--- config.mk ---
export PLATFORM = sky130hd
export DESIGN_NAME = ex_muldiv_unit
export DESIGN_NICKNAME = d
export VERILOG_FILES = /design/src/rtl/ex_muldiv_unit_pkg.sv /design/src/rtl/muldiv_divider.sv /design/src/rtl/ex_muldiv_unit.sv
export SDC_FILE = /design/constraint.sdc
export NUM_CORES = 2
export LEC_CHECK = 0
export ABC_AREA = 0
export ABC_CLOCK_PERIOD_IN_PS = 29700
export BUFFER_PORTS_ARGS = -buffer_cell sky130_fd_sc_hd__buf_2
export CAP_MARGIN = 20
export CORE_ASPECT_RATIO = 0.75
export CORE_MARGIN = 10
export CORE_UTILIZATION = 60
export DETAILED_ROUTE_END_ITERATION = 6
export GPL_ROUTABILITY_DRIVEN = 0
export PLACE_DENSITY = 0.74
export SLEW_MARGIN = 10
export SYNTH_ARGS = -nofsm -noshare
export SYNTH_HDL_FRONTEND = slang
export SYNTH_SLANG_ARGS = --single-unit
--- constraint.sdc ---
create_clock -name clk -period 29.7 [get_ports clk]
set_clock_uncertainty 0.1 [all_clocks]
set_input_delay 2.97 -clock clk [delete_from_list [all_inputs] [get_ports clk]]
set_output_delay 2.97 -clock clk [all_outputs]
set_load 0.01 [all_outputs]
--- src/rtl/ex_muldiv_unit_pkg.sv ---
`default_nettype none
// ============================================================================
// Module      : cpu_defs (package)
// Description : Shared types for the EX-stage multiply/divide unit:
//               operation encoding, FSM states and op classification.
// Revision    : 1.0 - initial release
// ============================================================================
package cpu_defs;

    typedef enum logic [2:0] {
        MD_MULT  = 3'd0,
        MD_MULTU = 3'd1,
        MD_MADD  = 3'd2,
        MD_MADDU = 3'd3,
        MD_MSUB  = 3'd4,
        MD_MSUBU = 3'd5,
        MD_DIV   = 3'd6,
        MD_DIVU  = 3'd7
    } muldiv_op_t;

    typedef enum logic [1:0] {
        ST_IDLE = 2'd0,
        ST_MUL  = 2'd1,
        ST_DIV  = 2'd2,
        ST_DONE = 2'd3
    } muldiv_state_t;

    // One bit per op code: set where the operands are two's complement
    localparam logic [7:0] c_signed_op_mask = 8'b0101_0101;
    // One bit per op code: set for the divide class
    localparam logic [7:0] c_div_op_mask    = 8'b1100_0000;

    function automatic logic op_is_signed(input muldiv_op_t op);
        return c_signed_op_mask[op];
    endfunction

    function automatic logic op_is_div(input muldiv_op_t op);
        return c_div_op_mask[op];
    endfunction

    function automatic logic op_is_supported(input muldiv_op_t op);
        case (op)
            MD_MULT, MD_MULTU, MD_MADD, MD_MADDU,
            MD_MSUB, MD_MSUBU, MD_DIV, MD_DIVU: return 1'b1;
            default:                            return 1'b0;
        endcase
    endfunction

endpackage
`default_nettype wire

--- src/rtl/muldiv_divider.sv ---
`default_nettype none
// ============================================================================
// Module      : muldiv_divider
// Description : Unsigned restoring divider, one quotient bit per cycle.
//               Loads on i_start, runs WIDTH iterations. o_quotient and
//               o_remainder carry the outcome of the iteration in progress,
//               so during the o_done cycle they are the final values.
// Revision    : 1.0 - initial release
// ============================================================================
module muldiv_divider #(
    parameter int WIDTH = 32
) (
    input  logic             clk,
    input  logic             rst,
    input  logic             i_start,
    input  logic             i_flush,
    input  logic [WIDTH-1:0] i_dividend,
    input  logic [WIDTH-1:0] i_divisor,
    output logic [WIDTH-1:0] o_quotient,
    output logic [WIDTH-1:0] o_remainder,
    output logic             o_done
);

    localparam int c_cnt_w = (WIDTH > 1) ? $clog2(WIDTH) : 1;

    logic [WIDTH-1:0]   r_quo;
    logic [WIDTH-1:0]   r_rem;
    logic [WIDTH-1:0]   r_div;
    logic [c_cnt_w-1:0] r_cnt;
    logic               r_active;

    logic [WIDTH:0]     w_shift;
    logic [WIDTH:0]     w_diff;
    logic               w_fits;

    // One restoring step: shift in the next dividend bit, try the subtract
    always_comb begin
        w_shift     = {r_rem, r_quo[WIDTH-1]};
        w_diff      = w_shift - {1'b0, r_div};
        w_fits      = ~w_diff[WIDTH];
        o_quotient  = {r_quo[WIDTH-2:0], w_fits};
        o_remainder = w_fits ? w_diff[WIDTH-1:0] : w_shift[WIDTH-1:0];
        o_done      = r_active && (r_cnt == c_cnt_w'(WIDTH - 1));
    end

    // Operand load, iteration registers and iteration counter
    always_ff @(posedge clk) begin
        if (rst) begin
            r_quo    <= '0;
            r_rem    <= '0;
            r_div    <= '0;
            r_cnt    <= '0;
            r_active <= 1'b0;
        end else if (i_flush) begin
            r_active <= 1'b0;
        end else if (i_start) begin
            r_quo    <= i_dividend;
            r_rem    <= '0;
            r_div    <= i_divisor;
            r_cnt    <= '0;
            r_active <= 1'b1;
        end else if (r_active) begin
            r_quo <= o_quotient;
            r_rem <= o_remainder;
            if (o_done) begin
                r_active <= 1'b0;
            end else begin
                r_cnt <= r_cnt + 1'b1;
            end
        end
    end

endmodule
`default_nettype wire

--- src/rtl/ex_muldiv_unit.sv ---
`default_nettype none
// ============================================================================
// Module      : ex_muldiv_unit
// Description : EX-stage multi-cycle multiply/divide unit. Handles MULT(U),
//               MADD(U), MSUB(U) via an inline multiplier and DIV(U) via an
//               iterative restoring divider; drives the EX stall request.
// Revision    : 1.0 - initial release
// ============================================================================
module ex_muldiv_unit
    import cpu_defs::*;
#(
    parameter int WIDTH      = 32,
    parameter int MUL_STAGES = 1
) (
    input  logic               clk,
    input  logic               rst,
    input  logic               start,
    input  muldiv_op_t         op,
    input  logic               flush,
    input  logic [WIDTH-1:0]   src_a,
    input  logic [WIDTH-1:0]   src_b,
    input  logic [2*WIDTH-1:0] hilo_in,
    output logic [2*WIDTH-1:0] result,
    output logic               result_valid,
    output logic               busy
);

    // Wide enough for MUL_STAGES up to 4 (counts 0..3)
    localparam int c_mcnt_w = 3;

    muldiv_state_t        r_state;
    muldiv_state_t        w_next_state;

    muldiv_op_t           r_op;
    logic [WIDTH-1:0]     r_a;
    logic [WIDTH-1:0]     r_b;
    logic [WIDTH-1:0]     r_raw_a;
    logic                 r_sa;
    logic                 r_sb;
    logic [2*WIDTH-1:0]   r_hilo;
    logic [c_mcnt_w-1:0]  r_mul_cnt;
    logic [2*WIDTH-1:0]   r_result;

    logic                 w_is_signed;
    logic                 w_is_div;
    logic                 w_sa;
    logic                 w_sb;
    logic [WIDTH-1:0]     w_abs_a;
    logic [WIDTH-1:0]     w_abs_b;
    logic                 w_accept;
    logic                 w_mul_last;

    logic [2*WIDTH-1:0]   w_mag;
    logic [2*WIDTH-1:0]   w_prod;
    logic [2*WIDTH-1:0]   w_mul_result;

    logic [WIDTH-1:0]     w_div_q;
    logic [WIDTH-1:0]     w_div_r;
    logic                 w_div_done;
    logic [WIDTH-1:0]     w_div_lo;
    logic [WIDTH-1:0]     w_div_hi;
    logic [2*WIDTH-1:0]   w_div_result;

    // Operand classification and magnitude extraction at issue
    always_comb begin
        w_is_signed = op_is_signed(op);
        w_is_div    = op_is_div(op);
        w_sa        = w_is_signed & src_a[WIDTH-1];
        w_sb        = w_is_signed & src_b[WIDTH-1];
        w_abs_a     = w_sa ? -src_a : src_a;
        w_abs_b     = w_sb ? -src_b : src_b;
        w_accept    = (r_state == ST_IDLE) && start && !flush && op_is_supported(op);
        w_mul_last  = (r_mul_cnt == c_mcnt_w'(MUL_STAGES - 1));
    end

    // Multiplier: magnitude product, sign fix, then optional HI/LO accumulate.
    // Operands stay stable in r_a/r_b for all MUL cycles (multicycle path).
    always_comb begin
        w_mag  = {{WIDTH{1'b0}}, r_a} * {{WIDTH{1'b0}}, r_b};
        w_prod = (r_sa ^ r_sb) ? -w_mag : w_mag;
        case (r_op)
            MD_MADD, MD_MADDU: w_mul_result = r_hilo + w_prod;
            MD_MSUB, MD_MSUBU: w_mul_result = r_hilo - w_prod;
            default:           w_mul_result = w_prod;
        endcase
    end

    muldiv_divider #(
        .WIDTH (WIDTH)
    ) u_divider (
        .clk         (clk),
        .rst         (rst),
        .i_start     (w_accept & w_is_div),
        .i_flush     (flush),
        .i_dividend  (w_abs_a),
        .i_divisor   (w_abs_b),
        .o_quotient  (w_div_q),
        .o_remainder (w_div_r),
        .o_done      (w_div_done)
    );

    // Divider sign restoration and the divide-by-zero convention
    always_comb begin
        w_div_lo = (r_sa ^ r_sb) ? -w_div_q : w_div_q;
        w_div_hi = r_sa ? -w_div_r : w_div_r;
        if (r_b == '0) begin
            w_div_lo = '1;
            w_div_hi = r_raw_a;
        end
        w_div_result = {w_div_hi, w_div_lo};
    end

    // State register
    always_ff @(posedge clk) begin
        if (rst) begin
            r_state <= ST_IDLE;
        end else begin
            r_state <= w_next_state;
        end
    end

    // Next-state logic and handshake outputs
    always_comb begin
        w_next_state = r_state;
        busy         = 1'b0;
        result_valid = 1'b0;
        case (r_state)
            ST_IDLE: begin
                if (w_accept) begin
                    busy         = 1'b1;
                    w_next_state = w_is_div ? ST_DIV : ST_MUL;
                end
            end
            ST_MUL: begin
                busy = 1'b1;
                if (flush) begin
                    w_next_state = ST_IDLE;
                end else if (w_mul_last) begin
                    w_next_state = ST_DONE;
                end
            end
            ST_DIV: begin
                busy = 1'b1;
                if (flush) begin
                    w_next_state = ST_IDLE;
                end else if (w_div_done) begin
                    w_next_state = ST_DONE;
                end
            end
            ST_DONE: begin
                // start is ignored here so a still-held instruction does not re-issue
                result_valid = 1'b1;
                w_next_state = ST_IDLE;
            end
            default: w_next_state = ST_IDLE;
        endcase
    end

    // Operand capture, MUL stage counter and result register
    always_ff @(posedge clk) begin
        if (rst) begin
            r_op      <= MD_MULT;
            r_a       <= '0;
            r_b       <= '0;
            r_raw_a   <= '0;
            r_sa      <= 1'b0;
            r_sb      <= 1'b0;
            r_hilo    <= '0;
            r_mul_cnt <= '0;
            r_result  <= '0;
        end else begin
            if (w_accept) begin
                r_op      <= op;
                r_a       <= w_abs_a;
                r_b       <= w_abs_b;
                r_raw_a   <= src_a;
                r_sa      <= w_sa;
                r_sb      <= w_sb;
                r_hilo    <= hilo_in;
                r_mul_cnt <= '0;
            end
            if (r_state == ST_MUL) begin
                r_mul_cnt <= r_mul_cnt + 1'b1;
                if (w_mul_last && !flush) begin
                    r_result <= w_mul_result;
                end
            end
            if ((r_state == ST_DIV) && w_div_done && !flush) begin
                r_result <= w_div_result;
            end
        end
    end

    assign result = r_result;

endmodule
`default_nettype wire
==> impl_metrics.tcl <==
set metrics [dict create \
    endpoint_kind "register" \
    cp_common_cell "fa_1" \
    layout_min_cycle_time_ns 14.10 \
    post_drt_wl_per_cell_um 22.1 \
    die-area_um2 111000 \
    cts_hold_buf 0 \
    numCtsBuffers 42 \
    cts_tree "yes" \
    path_buf_inv 3 \
    maxCapViolCount 0 \
    drc 3 \
    violations "DRC" \
    status "finished with violations" \
    initial_utilization 0.606 \
    final_cell_mix "984 x nand2_1, 936 x inv_1, 898 x fa_1" \
    area_delta_synth_final_pct 5.29 \
    power_density_nw_per_um2 78.7 \
    cts_max_level 2 \
    gr-max-usage-layer "met1" \
    cts_root_buf "clkbuf_16" \
    die_height_um 292 \
    maxSlewHeadroom 0.212 \
    fillers 8455 \
    dr.pass1.iters 7 \
    critPathMaxStageDelay_ns 0.71 \
    startpoint_type "register" \
    tns_ns 0 \
    yosysSeqAreaShare 0.113 \
    netlist_area_um2 59000 \
    fmax_mhz 70.9 \
    drtIter0Drc 6250 \
    vias 52665 \
    clock-sinks 334 \
    grtUsageMet3 0.0843 \
    postSynthAreaPerCell_um2 8.15 \
    critPathKind "reg2reg" \
    synthesis.nets 8646 \
    hpwlAfterDp_um 148000 \
    synthDistinctLibCells 111 \
    period_share 0.475 \
    coreArea_um2 97400 \
    worstMarginPinSlew_ns 1.17 \
    yosysWarnings 0 \
    grt_use_total 0.331 \
    use_met1 0.483 \
    grt_pass1_vias 51376 \
    synthArstFlopShare 0 \
    dieWidth_um 382 \
    cts.repair.resized 0 \
    crit_path_max_fanout 27 \
    syn_inst 7240 \
    insertion_delay_ns 0.61 \
    cp.required_ns 30.05 \
    antenna_found_initial 7 \
    grt_max_degree 97 \
    crit_family "adder cells" \
    row_count 99 \
    cp_slowest_cell "or4b_2" \
    arrival_ns 14.44 \
    viasPerCell 6.21 \
    final_layout_size_suffix_gt1_frac 0.0638 \
    hold_violations 0 \
    slew_viol_final 0 \
    grtUsageMet2 0.474 \
    final_util 0.638 \
    setup_viol_count_final 0 \
    cts_setup_buffers 0 \
    synth_edf_count 0 \
    final_common_cell "nand2_1" \
    p_leak_nw 28.7 \
    clkSlewWorstSetupHoldPaths_ns 0.07 \
    antenna_cells 0 \
    vdd_drop_max_uv 87.3 \
    final_antenna_net_count 0 \
    grt.overflow.total 0 \
    portBuffers 200 \
    ios 201 \
    clockBufferDepth 3 \
    min_path_type "reg2reg" \
    wirelength_um 187000 \
    grt_pass1_wl_um 296000 \
    ys_ff_latch 334 \
    synthFlopType "dfxtp_1" \
    rsz0062_at_grt "no" \
    nets 8538 \
]
==> cell type report <==
type	instances	area [um^2]	area share
repair buffers	291	1720	0.0278
flip-flops and latches	334	6690	0.108
clock inverters	24	245	0.00395
clock buffers	53	1150	0.0186
inverters	939	3520	0.0568
well taps	1313	1640	0.0265
multi-input cells	5524	47100	0.759
==> kinds of logic (layout without fill, tap and decap cells) <==
group / after synthesis / after routing / share of synthesized area
AND/OR/NAND/NOR: 2537 / 2537 / 0.209
buffers and inverters: 1382 / 1307 / 0.0888
AO/OA/AOI/OAI: 1342 / 1342 / 0.148
adder cells (fa/ha/maj): 1271 / 1271 / 0.384
XOR/XNOR: 340 / 340 / 0.0506
flip-flops: 334 / 334 / 0.113
multiplexers: 34 / 34 / 0.00598
==> worst paths after layout <==
kind / from / to / slack, ns / cells after the start
max: r_a[16] / result[60] / 15.60 / 44
min: result[25] / result[25] / 0.35 / 2
max reg2reg: r_a[16] / result[60] / 15.60 / 44
min reg2reg: result[25] / result[25] / 0.35 / 2
==> routing by layer <==
metal  share of wire  vias to the layer above  wire length (um)
li1                -                    23319                 -
met1            0.42                    25714             78300
met2            0.41                     3199             77400
met3            0.13                      419             24300
met4           0.037                       14              6980
met5         0.00059                        -               110
==> synth_stat cells, types with 126 or more instances <==
cell	instances	area share
and2_1	563	0.060
nand2_1	984	0.063
inv_1	936	0.060
a21oi_1	458	0.039
fa_1	898	0.30
xnor2_1	213	0.032
xor2_1	126	0.019
clkbuf_1	399	0.025
o21ai_0	178	0.015
nor2_1	453	0.029
ha_1	373	0.079
a211oi_1	127	0.016
dfxtp_1	334	0.11
==> per-stage QoR <==
step	std cells	total power (W)	area (um^2)	setup WS, ns	hold slack, ns
after CTS	8474	0.00477	62000	15.81	0.352
after global placement	8397	0.00417	60600	16.08	0.341
after detailed placement	8397	0.00420	60600	15.92	0.344
after floorplan	7240	0.00314	59000	17.77	0.332
after global routing	8478	0.00520	62100	14.90	0.374
final	8478	0.00489	62100	15.60	0.352
==> power by group <==
part	switching, W	internal (W)	total, W
clock network	0.000229	0.000298	0.000527
registers	0.0000680	0.000506	0.000574
logic	0.00248	0.00130	0.00379
total	0.00278	0.00211	0.00489
==> worst min-delay path, cell delays in order (launching register included) <==
cell	delay, ns
dfxtp_1	0.30
nand2_1	0.05
a21oi_1	0.05
==> sequential cells by signal (all words and copies together), names as in the netlist <==
signal              cells
r_hilo                 64
result                 64
r_a                    32
r_b                    32
u_divider.r_div        32
u_divider.r_quo        32
u_divider.r_rem        32
r_raw_a                31
u_divider.r_cnt         5
r_mul_cnt               3
r_op                    2
r_state                 2
r_sa                    1
r_sb                    1
u_divider.r_active      1
Power figures use the tool's default switching activity.
